`src/rtl/prog_tick_timer.sv`:
```
// Programmable tick timer: counts tick_in strobes and raises a one-cycle timeout
// every period ticks, in periodic or one-shot mode.
module prog_tick_timer #(
    parameter int WIDTH = 16
) (
    input  logic             clk,
    input  logic             rst,
    input  logic             tick_in,
    input  logic             start,
    input  logic             stop,
    input  logic             mode,
    input  logic [WIDTH-1:0] period,
    output logic             timeout,
    output logic             busy,
    output logic [WIDTH-1:0] count,
    output logic [7:0]       n_timeouts
);

    typedef enum logic {IDLE = 1'b0, RUN = 1'b1} state_t;

    state_t           state, state_next;
    logic [WIDTH-1:0] period_q;
    logic             mode_q;
    logic             load;
    logic             at_end;
    logic             wrap;

    // stop outranks start in both states, so a start with stop is never accepted
    assign load   = start && (period != '0) && !stop;
    assign at_end = (count == period_q - {{(WIDTH-1){1'b0}}, 1'b1});
    assign wrap   = (state == RUN) && !stop && !load && tick_in && at_end;

    always_ff @(posedge clk) begin
        if (!rst) state <= IDLE;
        else      state <= state_next;
    end

    always_comb begin
        state_next = state;
        unique case (state)
            IDLE: if (load) state_next = RUN;
            RUN: begin
                if (stop)               state_next = IDLE;
                else if (load)          state_next = RUN;
                else if (wrap && mode_q) state_next = IDLE;
            end
            default: state_next = IDLE;
        endcase
    end

    always_comb begin
        busy = (state == RUN);
    end

    always_ff @(posedge clk) begin
        if (!rst) begin
            period_q   <= '0;
            mode_q     <= 1'b0;
            count      <= '0;
            n_timeouts <= '0;
            timeout    <= 1'b0;
        end else begin
            timeout <= 1'b0;
            if (state == IDLE) begin
                if (load) begin
                    period_q   <= period;
                    mode_q     <= mode;
                    count      <= '0;
                    n_timeouts <= '0;
                end
            end else if (stop) begin
                count <= '0;
            end else if (load) begin
                // restart discards any tick arriving in the same cycle
                period_q   <= period;
                mode_q     <= mode;
                count      <= '0;
                n_timeouts <= '0;
            end else if (tick_in) begin
                if (at_end) begin
                    timeout <= 1'b1;
                    count   <= '0;
                    if (n_timeouts != 8'hFF) n_timeouts <= n_timeouts + 8'd1;
                end else begin
                    count <= count + {{(WIDTH-1){1'b0}}, 1'b1};
                end
            end
        end
    end

endmodule

```
`config.mk`:
```
export PLATFORM = sky130hd
export DESIGN_NAME = prog_tick_timer
export DESIGN_NICKNAME = d
export VERILOG_FILES = /design/src/rtl/prog_tick_timer.sv
export SDC_FILE = /design/constraint.sdc
export NUM_CORES = 1
export LEC_CHECK = 0
export CORE_MARGIN = 1
export CORE_UTILIZATION = 40
export DETAILED_ROUTE_END_ITERATION = 16
export PLACE_DENSITY = 0.66
export SLEW_MARGIN = 20
export SYNTH_ARGS = -nofsm -noshare
export SYNTH_HDL_FRONTEND = slang
export SYNTH_SLANG_ARGS = --single-unit
```
`constraint.sdc`:
```
create_clock -name clk -period 2.25 [get_ports clk]
set_input_delay 0.45 -clock clk [delete_from_list [all_inputs] [get_ports clk]]
set_output_delay 0.45 -clock clk [all_outputs]
set_load 0.1 [all_outputs]
```
### Word level (Yosys, flattened, before mapping)

Index checks and enable logic that the tools add are counted.

| word-level totals | value |
|---|---|
| bits of input ports | 22 |
| output and inout port bits | 26 |
| register bits | 43 |
| word-level logic and storage cells | 58 |

| operators by class | value |
|---|---|
| reduce and logical (&&, ||, !) cells | 18 |
| equal/unequal tests | 3 |
| bitwise logic cells | 3 |
| $add $sub $neg | 3 |
| multiplexer cells | 25 |

Operators by type and width:

| cell | count |
|---|---|
| 16-bit two-way mux | 9 |
| 8-bit two-way mux | 7 |
| 16-bit by 1-bit adder with 16-bit output, second input constant | 1 |
| 16-bit == test | 1 |
| 16-bit nonzero test | 1 |
| 16-bit by 1-bit subtractor with 16-bit output, second input constant | 1 |
| 8-bit by 1-bit adder with 8-bit output, second input constant | 1 |
| 1-bit two-way mux | 8 |
| 8-bit != test, second input constant | 1 |
| 2-bit nonzero test | 4 |
| 1-bit logical AND | 7 |
| 5-bit AND reduction | 1 |
| 5-bit OR reduction | 1 |
| 1-bit NOT | 3 |
| 3-bit nonzero test | 1 |
| 1-bit logical NOT | 2 |
| 2-bit != test, second input constant | 1 |
| 1-bit case mux with 2 select lines | 1 |
| 2-bit AND reduction | 1 |

### Logic depth before layout (Yosys ltp)

Gate-level depths: netlist (run 1).

| logic depth | value |
|---|---|
| depth in word-level cells | 12 |
| gate-level depth with buffers | 12 |
| gate-level depth less buffers | 9 |

### Least setup slack after synthesis (run 1)

No wires, ideal clock.

| path | value |
|---|---|
| path type | register to register |
| start | reg count[2] |
| end | reg count[7] |
| arrival time | 2.667 ns |
| setup slack | -0.534 ns |
| library setup time | 0.117 ns |
| stages on the path, launching flop included | 10 |
| path through | dfxtp_1 buf_2 nand3_1 a221oi_1 a41oi_1 nor3_1 nand3_2 o21ai_1 buf_2 nor2_1 |

| between the ends | value |
|---|---|
| longest elaborated chain between the ends | 6 |
| elaborated cells on any way between the ends | 7 |
| classes of those cells | 1 x add/sub; 1 x eq/ne; 5 x mux |

Ends and longest elaborated chain:

| element | line | RTL |
|---|---|---|
| start: declaration | 15 | `output logic [WIDTH-1:0] count,` |
| start signal: assignment | 85 | `count <= count + {{(WIDTH-1){1'b0}}, 1'b1};` |
| 16-bit by 1-bit adder with 16-bit output / 16-bit == test (equally long branches) | 85, 30 |  |
| 16-bit two-way mux (*) | 80 | `if (at_end) begin` |
| 16-bit two-way mux (*) | 79 | `end else if (tick_in) begin` |
| 16-bit two-way mux (*) | 73 | `end else if (load) begin` |
| 16-bit two-way mux (*) | 71 | `end else if (stop) begin` |
| 16-bit two-way mux (*) | 64 | `if (state == IDLE) begin` |

Every way passes the cells marked *; elsewhere a longest branch is shown, timed or not. The select of a mux whose other input is x is not followed.
A chain may end at the register's enable or synchronous reset.

### Worst setup path in the final report (run 1)

| path | value |
|---|---|
| start | reg period_q[0] |
| end | reg state (netlist: busy) |

| between the ends | value |
|---|---|
| longest elaborated chain between the ends | 8 |

Ends and longest elaborated chain:

| element | line | RTL |
|---|---|---|
| start: declaration | 22 | `logic [WIDTH-1:0] period_q;` |
| start signal: assignment | 66 | `period_q <= period;` |
| start signal: assignment | 75 | `period_q <= period;` |
| 16-bit by 1-bit subtractor with 16-bit output | 30 | `assign at_end = (count == period_q - {{(WIDTH-1){1'b0}}, 1'b1});` |
| 16-bit == test | 30 |  |
| 1-bit logical AND | 31 | `assign wrap = (state == RUN) && !stop && !load && tick_in && at_end;` |
| 1-bit logical AND | 45 | `else if (wrap && mode_q) state_next = IDLE;` |
| 1-bit two-way mux | 45 |  |
| 1-bit two-way mux | 44 | `else if (load) state_next = RUN;` |
| 1-bit two-way mux | 43 | `if (stop) state_next = IDLE;` |
| 1-bit case mux with 2 select lines | 40 | `unique case (state)` |
| end signal: assignment | 35 | `else state <= state_next;` |
| end: declaration | 21 | `state_t state, state_next;` |

Every way passes these cells.

==> flow_summary.ini, run 1 <==
[worst_setup_path]
reg2reg_to = busy
reg2reg_from = period_q[0]
required_ns = 2.42
crit_fanout = 5
endpoint = busy
worstSetupStartpointType = flop
r2r_setup_slack_ns = -0.23
crit_type = flop to flop
rr_worst_depth = 12
critPathLaunch = period_q[0]
worstPathArrival_ns = 2.66
end_kind = flop

[synthesis]
async_flop_share_pct = 0
synthCells = 324
synthFlopType = dfxtp_1
synth_top_area_cell = dfxtp_1
ys_seq_area_share_pct = 33.4
syn_avg_cell_area_um2 = 7.96
syn_nets = 349
ys_warn_count = 0
synth_edf_count = 0
synthTopCellsByArea = dfxtp_1 (33%), xor2_1 (6.5%), xnor2_1 (5.8%)
syn_area_um2 = 2580
synth_top_area_share_pct = 33.4
ys_ff_latch = 43
synthDistinctLibCells = 57

[floorplanning]
boundaryPins = 48
rows = 28
die_w_um = 82.3
start_util_pct = 42.5
fp.dieH_um = 82.3
die_area_um2 = 6770
coreArea_um2 = 6060

[place]
place_hpwl_um = 5850
routabilityCongestion = 0.892
port_buffers = 47
dp_slack_ns = -0.508
placedCellCount = 498
place_area_um2 = 3620

[run]
cap_violations = 0

[detailed_routing]
drtIter0Drc = 109
via_per_inst = 5.52
drc = 0
wl_per_cell_um = 15.7
ant_nets = 0
dr.pass1.iters = 4
routed_wirelength_um = 8260
vias = 2908

[timing]
worst_pin_slew_ns = 0.535
layout_setup_ws_ns = -0.233
rsz0062_at_grt = yes
maxSlewViolCount = 0
fin_crit_ns = 2.48
setup_viol = 25
finClkSkew_ns = 0.00709
setup-tns-final_ns = -2.68
min_period_over_period_pct = 110
hold_slack_ns = 0.506
slew_headroom_pct = 64.2
max_freq_ghz = 0.403
hold_violations = 0

[clocking]
clock_sinks = 43
cts_tree = yes
numCtsBuffers = 5
clk_path_buf_depth = 2
clk_latency_ns = 0.30
htree_levels = 2
clk_pin_slew_ns = 0.08
cts-root-buf = clkbuf_8
cts_hold_buf = 0

[grt]
antenna_found_initial = 0
grt_max_degree = 14
grt-ovfl-total = 0
grt_pass1_vias = 2651
grt_usage_pct = 24.6
grt_pass1_wl_um = 12500

[outcome]
violations = setup timing
status = finished with violations

[layout]
area_growth_pct = 61.8
diodes = 0
drive_above_1_share_pct = 44.2
stdcell_area_um2 = 4170
post-route-util_pct = 68.8
fin_cells = 527
nNetsFinal = 476

[power_and_ir_drop]
vdd.ir_drop.worst_mv = 0.288
power.leakage_nw = 1.71
power.total_mw = 1.98
power_density_nw_per_um2 = 475

[worst_hold_path]
min_path_type = flop to flop
## worst max-delay path: stages (launching register included)
cell and delay, ns:
dfxtp_2 0.33, inv_2 0.06, ha_4 0.15, nor3b_4 0.31, buf_4 0.18, a21o_1 0.20
buf_6 0.12, a21oi_2 0.04, o32a_4 0.36, buf_4 0.15, nand2_2 0.06, nor3_1 0.06
a2111oi_1 0.35
## worst min path at each step
stage	startpoint	endpoint	cells after the start
6_report	n_timeouts[1]	n_timeouts[1]	2
5_1_grt	period_q[15]	period_q[15]	2
4_1_cts	period_q[15]	period_q[15]	2
3_5_place_dp	period_q[15]	period_q[15]	2
3_3_place_gp	n_timeouts[1]	n_timeouts[1]	2
2_1_floorplan	mode_q	mode_q	2
## state kept, by name, indices dropped and copies added, names as in the netlist
signal      count
count          16
period_q       16
n_timeouts      8
busy            1
mode_q          1
timeout         1
## what timing repair did
action                     CTS  global route
cloned                       2             0
setup buffers                9            11
gates resized for setup     39            35
setup endpoints to repair   43            43
pin swaps                   26            29
## synth_stat cells, types with 2 or more instances
cell type	n
and3_1	10
a31oi_1	2
a2111oi_0	2
o21ai_1	3
a21oi_1	26
o31ai_1	4
inv_1	5
a21o_1	2
or3_1	4
and2_1	3
xnor2_1	17
nor3_1	8
ha_1	3
nand2_1	31
xor2_1	19
or2_2	2
mux2i_1	2
dfxtp_1	43
nand2b_1	4
or4_1	8
a211oi_1	3
o21ai_0	23
nand4_1	10
o21a_1	2
nor2_1	29
nand3_1	16
clkbuf_1	9
buf_2	5
## metal layers
| layer | vias up | wire length [µm] | track usage [%] |
|---|---|---|---|
| met5 | - | 0 | 0 |
| met4 | 0 | 155 | 7.19 |
| met3 | 17 | 265 | 4.18 |
| met2 | 60 | 3980 | 41.2 |
| met1 | 1393 | 3860 | 32.1 |
| li1 | 1438 | - | - |
## power breakdown
part / switching, mW / leakage, nW / internal [mW]
clock network: 0.268 / 0.0612 / 0.359
registers: 0.0190 / 0.361 / 0.773
logic: 0.271 / 1.29 / 0.291
## placed cells by master (no fill, tap or decap), types with 3 or more instances in the layout
master | synthesis | final
buf_4 | 1 | 102
nand2_1 | 31 | 29
nor2_1 | 29 | 27
o21ai_0 | 23 | 21
dfxtp_1 | 43 | 21
xor2_1 | 19 | 19
a21oi_1 | 26 | 18
dfxtp_2 | 0 | 18
xnor2_1 | 17 | 16
nand3_1 | 16 | 11
dlygate4sd2_1 | 0 | 11
nand4_1 | 10 | 10
buf_6 | 1 | 9
and3_1 | 10 | 8
or4_4 | 0 | 7
a21oi_2 | 0 | 7
clkdlybuf4s50_1 | 0 | 7
nor3_1 | 8 | 6
clkbuf_8 | 0 | 6
nand2b_1 | 4 | 4
nand3_2 | 1 | 4
o21ai_4 | 1 | 4
o31ai_1 | 4 | 4
dfxtp_4 | 0 | 4
inv_1 | 5 | 3
nand2_2 | 1 | 3
or3_1 | 4 | 3
dlymetal6s2s_1 | 0 | 3
## layout make-up
cell class | instances | area, µm²
clock buffer | 6 | 82.6
clock inverter | 2 | 35.0
fill | 500 | 1890
inverter | 6 | 22.5
multi-input combinational | 261 | 1930
sequential | 43 | 898
tap | 75 | 93.8
timing repair buffer | 134 | 1110
## logic make-up after synthesis
| group | share of synthesized area, % |
|---|---|
| buffers and inverters | 3.88 |
| AND/OR/NAND/NOR | 27.6 |
| XOR/XNOR | 12.2 |
| adder cells (fa/ha/maj) | 1.46 |
| multiplexers | 0.777 |
| flip-flops | 33.4 |
| AO/OA/AOI/OAI | 20.6 |
Note: power is estimated with default switching activity, not from simulation.
==> run 2: changes to the inputs <==
CTS_BUF_LIST = sky130_fd_sc_hd__clkbuf_2 sky130_fd_sc_hd__clkbuf_4 sky130_fd_sc_hd__clkbuf_8   (was unset)
==> results of run 2 <==
Same layout as run 1: the final DEF is identical, and so are final timing and power.
